## src/rtl/cpu_pkg.sv

```systemverilog
// Shared writeback-stage types and constants.
// Fields are sized at the default widths; narrower instances zero-pad into them.
package cpu_pkg;

    localparam int DATA_W_DEF = 32;
    localparam int ADDR_W_DEF = 5;
    localparam logic [ADDR_W_DEF-1:0] REG_ZERO = '0;

    typedef struct packed {
        logic                  valid;
        logic                  regwrite;
        logic                  memtoreg;
        logic                  jumplink;
        logic [DATA_W_DEF-1:0] rd;
        logic [DATA_W_DEF-1:0] aluout;
        logic [DATA_W_DEF-1:0] pcplus4;
        logic [ADDR_W_DEF-1:0] writereg;
    } wb_fields_t;

endpackage

```

## src/rtl/wb_stage_slot.sv

```systemverilog
// One writeback stage register: 1 cycle, holds on stall_i.
// flush_i clears valid/regwrite of whatever the slot would hold next, stalled or not.
module wb_stage_slot
    import cpu_pkg::*;
(
    input  logic       clk,
    input  logic       rst_n,
    input  logic       stall_i,
    input  logic       flush_i,
    input  wb_fields_t d_i,
    output wb_fields_t q_o
);

    wb_fields_t slot_d;
    wb_fields_t slot_q;

    always_comb begin
        slot_d = stall_i ? slot_q : d_i;
        if (flush_i) begin
            slot_d.valid    = 1'b0;
            slot_d.regwrite = 1'b0;
        end
    end

    always_ff @(posedge clk or negedge rst_n) begin
        if (!rst_n) begin
            slot_q <= '0;
        end else begin
            slot_q <= slot_d;
        end
    end

    assign q_o = slot_q;

endmodule

```

## src/rtl/wb_pipe_stage.sv

```systemverilog
// MEM->WB pipeline of DEPTH stages with result select, forwarding match and retire counter.
// Latency DEPTH edges; stall freezes every stage, flush kills the stage-0 slot.
module wb_pipe_stage
    import cpu_pkg::*;
#(
    parameter int DATA_W = 32,
    parameter int ADDR_W = 5,
    parameter int DEPTH  = 1,
    parameter int CNT_W  = 32
) (
    input  logic              clk,
    input  logic              rst_n,
    input  logic              stall,
    input  logic              flush,
    input  logic              validm,
    input  logic              regwritem,
    input  logic              memtoregm,
    input  logic              jumplinkm,
    input  logic [DATA_W-1:0] rdm,
    input  logic [DATA_W-1:0] aluoutm,
    input  logic [DATA_W-1:0] pcplus4m,
    input  logic [ADDR_W-1:0] writeregm,
    input  logic [ADDR_W-1:0] rs_addr,
    input  logic [ADDR_W-1:0] rt_addr,
    output logic              validw,
    output logic              regwritew,
    output logic [ADDR_W-1:0] writeregw,
    output logic [DATA_W-1:0] resultw,
    output logic              fwd_rs,
    output logic              fwd_rt,
    output logic [CNT_W-1:0]  retired
);

    if (DEPTH < 1 || DEPTH > 4) begin : g_depth_chk
        $error("wb_pipe_stage: DEPTH must be in 1..4");
    end
    if (DATA_W > DATA_W_DEF || ADDR_W > ADDR_W_DEF) begin : g_width_chk
        $error("wb_pipe_stage: DATA_W/ADDR_W exceed the wb_fields_t widths");
    end

    wb_fields_t            cap_d;
    wb_fields_t            stage_q [DEPTH];
    wb_fields_t            fin;
    logic [DATA_W_DEF-1:0] result_full;
    logic [CNT_W-1:0]      retired_d;
    logic [CNT_W-1:0]      retired_q;

    // Flush is applied inside the head slot so it also works while stalled.
    always_comb begin
        cap_d          = '0;
        cap_d.valid    = validm;
        cap_d.memtoreg = memtoregm;
        cap_d.jumplink = jumplinkm;
        cap_d.rd       = DATA_W_DEF'(rdm);
        cap_d.aluout   = DATA_W_DEF'(aluoutm);
        cap_d.pcplus4  = DATA_W_DEF'(pcplus4m);
        cap_d.writereg = ADDR_W_DEF'(writeregm);
        cap_d.regwrite = regwritem & validm & (cap_d.writereg != REG_ZERO);
    end

    for (genvar k = 0; k < DEPTH; k++) begin : g_stage
        if (k == 0) begin : g_head
            wb_stage_slot u_slot (
                .clk     (clk),
                .rst_n   (rst_n),
                .stall_i (stall),
                .flush_i (flush),
                .d_i     (cap_d),
                .q_o     (stage_q[0])
            );
        end else begin : g_tail
            wb_stage_slot u_slot (
                .clk     (clk),
                .rst_n   (rst_n),
                .stall_i (stall),
                .flush_i (1'b0),
                .d_i     (stage_q[k-1]),
                .q_o     (stage_q[k])
            );
        end
    end

    assign fin = stage_q[DEPTH-1];

    always_comb begin
        result_full = fin.jumplink ? fin.pcplus4 : (fin.memtoreg ? fin.rd : fin.aluout);
    end

    assign validw    = fin.valid;
    assign regwritew = fin.regwrite & fin.valid;
    assign writeregw = fin.writereg[ADDR_W-1:0];
    assign resultw   = result_full[DATA_W-1:0];
    assign fwd_rs    = regwritew & (writeregw == rs_addr) & (rs_addr != '0);
    assign fwd_rt    = regwritew & (writeregw == rt_addr) & (rt_addr != '0);

    assign retired_d = (fin.valid && !stall) ? retired_q + CNT_W'(1) : retired_q;

    always_ff @(posedge clk or negedge rst_n) begin
        if (!rst_n) begin
            retired_q <= '0;
        end else begin
            retired_q <= retired_d;
        end
    end

    assign retired = retired_q;

endmodule

```

## config.mk

```make
export PLATFORM = sky130hd
export DESIGN_NAME = wb_pipe_stage
export DESIGN_NICKNAME = d
export VERILOG_FILES = /design/src/rtl/cpu_pkg.sv /design/src/rtl/wb_stage_slot.sv /design/src/rtl/wb_pipe_stage.sv
export SDC_FILE = /design/constraint.sdc
export NUM_CORES = 1
export LEC_CHECK = 0
export CORE_ASPECT_RATIO = 0.9
export CORE_UTILIZATION = 45
export DETAILED_ROUTE_END_ITERATION = 7
export PLACE_DENSITY = 0.77
export SKIP_CTS_REPAIR_TIMING = 1
export SLEW_MARGIN = 20
export SYNTH_ARGS = -nofsm -noshare
export SYNTH_HDL_FRONTEND = slang
export SYNTH_HIERARCHICAL = 1
export SYNTH_SLANG_ARGS = --single-unit
```

## constraint.sdc

```tcl
create_clock -name clk -period 3.6 [get_ports clk]
set_input_delay 0.9 -clock clk [delete_from_list [all_inputs] [get_ports clk]]
set_output_delay 0.9 -clock clk [all_outputs]
set_load 0.01 [all_outputs]
```

==> key figures, run 1 <==
Clock tree
  • Clk_lat worst skew: 0.41 ns
  • Clock Sink Count: ~140
  • Deepest clock path buffer count: 2
  • Root Driver: clkbuf_16
  • TritonCTS clock tree: built
  • H-tree levels: 4
  • Clock transition at the registers of the reported paths: roughly 0.050 ns
  • CTS Buf Count: 17

GRT
  • Initial antenna violation count: 0
  • Largest net degree at the start of global routing: between 100 and 150
  • Grt total ovfl: 0
  • Gr usage total: roughly a fifth
  • Vias in the first global route: roughly 4,600
  • First-pass GRT wire length: between 20 and 25 mm

Critical path
  • Critical Path, Cell by Cell: clkdlybuf4s50_1 -> nor3_1 -> a21oi_1 -> nor4_1 -> clkdlybuf4s50_1
  • Worst-path fanout max: 2
  • WP buf/inv: 2
  • Worst EP arrival: 2.43 ns
  • Most used cell along the critical path: clkdlybuf4s50_1
  • CP max-delay cell: clkdlybuf4s50_1
  • CP endpoint kind: primary output
  • Worst setup path category: in2out
  • Critical path depth: 5
  • Crit path from: rt_addr[4]
  • CP Launch Type: primary input
  • RR Startpoint: g_stage[0].g_head.u_slot/q_o[104]
  • Slowest cell delay on critical path: between 0.5 and 0.6 ns
  • Worst Path Required: 2.70 ns
  • R2R depth: 4
  • Top delay family on crit path: buffers and inverters

Final layout
  • Number of fill cells: between 1,000 and 1,500
  • Final nets: approximately 790
  • Fin cells: 873
  • ANT cells: 0
  • Layout cells sized above 1: a little over a fifth
  • Area delta synth->final: 41.3%

Synth
  • Distinct cells, synth: 33
  • Synthesized flop and latch total: roughly 140
  • Area leader, netlist: dfrtp_1
  • Yosys warns: 6
  • Synth top area cells: dfrtp_1, mux2_4, mux2_2, mux2i_1, xnor2_1
  • Mean Syn Cell Area: 13.3 sq um
  • Syn Inst Count: about 480
  • Post-synthesis sequential area ratio: 53.6%
  • Synthesized net count: about 600
  • Area share of the largest cell type after synthesis: between 50% and 60%
  • Syn Std Cell Area: 0.00640 sq mm

Place
  • GPL Wtd Cong: about 0.8
  • Port buffer count: 191
  • Post-DP HPWL: between 10 and 15 mm
  • # placed instances: between 800 and 900

Floorplan
  • Die Wd: ~130 um
  • Core area: 0.0136 sq mm
  • Die Y: about 120 um
  • # rows: 40
  • I/O pins: approximately 190
  • Die area: approximately 0.015 sq mm
  • Initial Util: between 40% and 50%

STA
  • Slew @ Worst Pin: approximately 0.77 ns
  • Setup-failing EPs final: 0
  • Final Hold Viols: 0
  • Layout Skew: 0.00840 ns
  • Slew Viols, Final: 0
  • FMAX: roughly 300 MHz
  • Tcrit/Tclk final: 92.5%
  • Worst rel slew slack: between 40% and 50%
  • Min cycle time layout: around 3.3 ns
  • TNS Setup: 0 ns
  • RSZ-0062 raised after global routing: false

Route
  • Post-route ant nets: 0
  • Vias per cell: between 5 and 6
  • WL met2: a little over 7 mm
  • DR top layer: met4
  • Final WL: 14.7 mm
  • Total number of vias: 4,416
  • Met3 WL: approximately 990 um
  • Drt wl/cell: 16.9 um
  • WL met1: between 6 and 7 mm
  • DRT Pass-1 Iters: 4
  • # DRC: 0
  • DR iter-0 viols: 201

Pwr
  • Final Total Pwr: ~4.2 mW
  • Net Sw Frac: a little under a quarter
  • Seq pwr share: between 40% and 50%
  • P per Cell Area: roughly 470 mW/mm^2
  • Leakage: between 3 and 4 nW
  • NetSw: approximately 1000 uW
  • Gate power share: between 10% and 20%
  • Pint: 3.22 mW
  • Clock share of power: around 40%
  • Max VDD drop: ~320 uV

Status
  • Run status: finished clean

Min path
  • Min-delay src: retired[28]
  • Worst hold path class: reg2reg
  • Hold depth: 1

Flow run
  • Max-cap viol count: 0
logic make-up (layout without fill, tap and decap cells):
group	after synthesis	count (layout)	share of synthesized area, %
AOI/OAI and AO/OA	35	35	2.82
xor gates and xnor gates	39	39	5.34
adders and majority gates	1	1	0.195
buffers and inverters	26	229	2.56
DFF	137	137	53.6
muxes	138	138	26.4
and+or+nand+nor	105	105	9.09
routing by layer:
layer | global-route usage (%) | up-vias
li1 | - | 2076
met1 | 26.9 | 2173
met2 | 34.2 | 149
met3 | 7.17 | 18
met4 | 8.08 | 0
met5 | 0 | -
registers in the layout, summed over array words and instances (netlist names):
signal / cells
g_stage.g_head.u_slot/q_o: 105
retired: 32
stage by stage:
step                setup WS (ns)  utilization, %  area (sq um)  hold WS [ns]
CTS                       -0.0259            66.3          9030         0.491
finish                      0.269            66.4          9040         0.488
global route                0.157            66.4          9040         0.514
floorplan                    1.14               -          6400         0.477
global placement           0.0192            62.1          8460         0.464
detailed placement       -0.00201            62.1          8460         0.482
cells in the mapped netlist:
master,number
a21oi_1,2
and2_1,4
and3_1,7
and4_1,2
buf_2,8
buf_6,6
buf_8,1
clkbuf_1,8
dfrtp_1,137
ha_1,1
inv_1,3
mux2_2,56
mux2_4,48
mux2i_1,34
nand2_1,43
nand3_1,14
nand3_4,1
nand3b_1,1
nand4_1,9
nand4_2,1
nand4b_1,1
nor2_1,5
nor2_2,1
nor2b_1,1
nor3_1,5
nor4_1,5
nor4_2,2
nor4_4,2
o21ai_0,32
o311a_1,1
or3_1,1
xnor2_1,30
xor2_1,9
path summary, 6_finish.rpt:
path | end | slack [ns]
setup / recovery | fwd_rt | 0.27
hold / removal | retired[28] | 0.49
setup reg to reg | retired[31] | 1.83
hold reg to reg | retired[28] | 0.49
max in group asynchronous | g_stage[0].g_head.u_slot/q_o[7] | 2.30
min in group asynchronous | g_stage[0].g_head.u_slot/q_o[57] | 0.50
power groups by stage:
stage | registers [mW] | clock network (mW) | logic (mW)
after floorplan | 1.79 | 0 | 0.372
after global placement | 1.81 | 0 | 0.744
after detailed placement | 1.82 | 0 | 0.761
after CTS | 1.79 | 1.71 | 0.768
after global routing | 1.82 | 1.79 | 0.817
final | 1.79 | 1.67 | 0.756
final cells by class:
| class | count | area (sq um) | share of cell area [%] |
|---|---|---|---|
| Sequential cell | 137 | 3430 | 38.0 |
| Tap cell | 189 | 236 | 2.62 |
| Clock inverter | 7 | 93.8 | 1.04 |
| Clock buffer | 23 | 478 | 5.29 |
| Timing Repair Buffer | 196 | 1980 | 21.9 |
| Inverter | 3 | 11.3 | 0.125 |
| Multi-Input combinational cell | 318 | 2810 | 31.1 |
cell usage in the layout, fill, tap and decap left out, drive strengths merged:
cell type and count:
nand2 43, bufinv 2, nor3 5, and4 2, nor2 6, buf 7, or3 1, nand4 10
xor2 9, clkbuf 23, xnor2 30, nand3b 1, clkinvlp 2, clkinv 3, nand3 15, o311a 1
and2 4, and3 7, nor4 9, mux2 104, a21oi 2, dlymetal6s2s 1, ha 1, nor2b 1
clkdlybuf4s50 188, nand4b 1, inv 3, o21ai 32, mux2i 34, dfrtp 137
(Power assumes the default switching activity.)
==> inputs of run 2 (changes only) <==
- CORE_MARGIN: not set -> 10
- HOLD_SLACK_MARGIN: not set -> 0.12
==> key figures, run 2 (synthesis gave the netlist of run 1 again) <==
Status
  • Run status: finished clean

STA
  • Setup-failing EPs final: 0 (unchanged)
  • TNS Setup: 0 ns (unchanged)
  • Slew @ Worst Pin: 0.716 ns (-0.0530 ns)
  • Tcrit/Tclk final: 92.9% (+0.35 points)
  • RSZ-0062 raised after global routing: false
  • FMAX: 299 MHz (-0.37%)
  • Worst rel slew slack: 52.3% (+3.5 points)
  • Setup ws final: 0.256 ns (-0.0125 ns)
  • Final Hold Viols: 0 (unchanged)
  • Min cycle time layout: 3.34 ns (+0.0125 ns)
  • Layout Skew: 0.00513 ns (-0.00327 ns)
  • Slew Viols, Final: 0 (unchanged)
  • WHS: 0.473 ns (-0.0140 ns)

Final layout
  • ANT cells: 0 (unchanged)
  • Number of fill cells: 1,042 (+2.4%)
  • Area delta synth->final: 41.9%
  • Most frequent cells in the layout: clkdlybuf4s50_1, dfrtp_1, mux2_2
  • Max reg flops: 105 (unchanged)
  • Layout cells sized above 1: 21.9% (+0.29 points)
  • Most common cell after layout, fill and taps aside: clkdlybuf4s50_1
  • Final nets: 793 (unchanged)

Floorplan
  • Die Y: 133 um (+16%)
  • I/O pins: 192 (unchanged)
  • Die area: 0.0194 sq mm (+32%)
  • # rows: 41 (+2.5%)
  • Initial Util: 45.7% (-1.3 points)
  • Core area: 0.0140 sq mm (+2.9%)
  • Die Wd: 146 um (+14%)

Critical path
  • Worst-path fanout max: 2 (unchanged)
  • CP Launch Type: primary input
  • CP endpoint kind: primary output
  • RR Startpoint: retired[0]
  • Crit Reg-Reg Endpoint: retired[20]
  • Worst setup path category: in2out
  • R2R Setup Slk: 1.90 ns (+0.07 ns)
  • R2R depth: 5 (+1)
  • Worst EP arrival: 2.44 ns (about the same)
  • Worst Path Required: 2.70 ns (about the same)

Pwr
  • Leakage: 3.97 nW (+0.32%)
  • Max VDD drop: 339 uV (+4.4%)
  • P per Cell Area: 475 mW/mm^2 (+1.8%)
  • Final Total Pwr: 4.31 mW (+2.2%)

Clock tree
  • H-tree levels: 4 (unchanged)
  • Clk_lat worst skew: 0.41 ns (about the same)
  • Clock transition at the registers of the reported paths: 0.06 ns (about the same)
  • CTS Buf Count: 17 (unchanged)
  • TritonCTS clock tree: built
  • Deepest clock path buffer count: 2 (unchanged)
  • Root Driver: clkbuf_16
  • Clock Sink Count: 137 (unchanged)

Route
  • DRT Pass-1 Iters: 4 (unchanged)
  • Post-route ant nets: 0 (unchanged)
  • Drt wl/cell: 18.9 um (+12%)
  • Total number of vias: 4,464 (+1.1%)
  • Final WL: 16.5 mm (+12%)
  • Vias per cell: 5.09 (+0.63%)
  • DR iter-0 viols: 162 (-19%)
  • # DRC: 0 (unchanged)

Place
  • Post-DP HPWL: 12.3 mm (+21%)
  • Post-Place Setup Slack: 0.109 ns (+0.111 ns)
  • Port buffer count: 191 (unchanged)
  • GPL Wtd Cong: 0.785 (-0.98%)

GRT
  • Gr usage total: 17.2% (-4.1 points)
  • Grt total ovfl: 0 (unchanged)
  • Initial antenna violation count: 1 (+1)
  • Largest net degree at the start of global routing: 107 (unchanged)
  • First-pass GRT wire length: 26.6 mm (+12%)
  • Vias in the first global route: 4,853 (+4.9%)

Min path
  • Min-delay src: retired[31]
  • Hold depth: 1 (unchanged)
  • Worst hold path class: reg2reg
  • Hold endpoint: retired[31]

Flow run
  • Max-cap viol count: 0 (unchanged)
run 2: cell types whose count changed in the layout (fill, tap and decap cells not counted), sizes merged:
cell / previous run / this run
bufinv: 2 / 3
clkbuf: 23 / 19
clkinvlp: 2 / 4
inv: 3 / 4
run 2: metrics by stage:
stage	instance area, sq um	utilization [%]	cells
floorplan	6400	-	481
global placement	8480	60.5	847
global route	9080	64.8	877
finish	9080	64.8	877
detailed placement	8480	60.5	847
CTS	9080	64.8	877
run 2: worst max path at each step:
stage / endpoint / cells past startpoint / from / slack [ns]
after floorplan: fwd_rs / 3 / rs_addr[4] / 1.14
after detailed placement: fwd_rs / 6 / rs_addr[2] / 0.11
final: fwd_rt / 5 / rt_addr[4] / 0.26
after CTS: fwd_rs / 6 / rs_addr[2] / 0.09
after global routing: resultw[6] / 4 / g_stage[0].g_head.u_slot/q_o[101] / 0.11
after global placement: fwd_rs / 6 / rs_addr[2] / 0.1
run 2: routing by layer:
layer	part of all wire [%]	vias to the layer above	GRT usage [%]
met1	41	2244	19.7
met5	0.048	-	0
met2	52	112	29.9
met4	1.0	2	4.77
met3	5.5	12	5.96
li1	-	2094	-
run 2: critical path, stage by stage:
cell and delay [ns]:
clkdlybuf4s50_1 0.42, nor3_1 0.17, a21oi_1 0.06, nor4_1 0.30, clkdlybuf4s50_1 0.60
run 2: final cells by class:
type                    instances  area, sq um  share of cell area, %
clock inverters                11          148                   1.63
inverters                       3         11.3                  0.124
flip-flops and latches        137         3430                   37.8
clock buffers                  19          453                   4.99
repair buffers                196         1990                   21.9
multi-input cells             318         2810                   30.9
well taps                     193          241                   2.66
run 2: report_power, final:
| group | internal (mW) | switching [mW] |
|---|---|---|
| clock network | 1.12 | 0.631 |
| registers | 1.68 | 0.127 |
| logic | 0.480 | 0.279 |
==> inputs of run 3 (changes only) <==
- ABC_CLOCK_PERIOD_IN_PS: not set -> 3600
==> results of run 3 <==
Same layout as run 2: the final DEF is identical, and so are final timing and power.
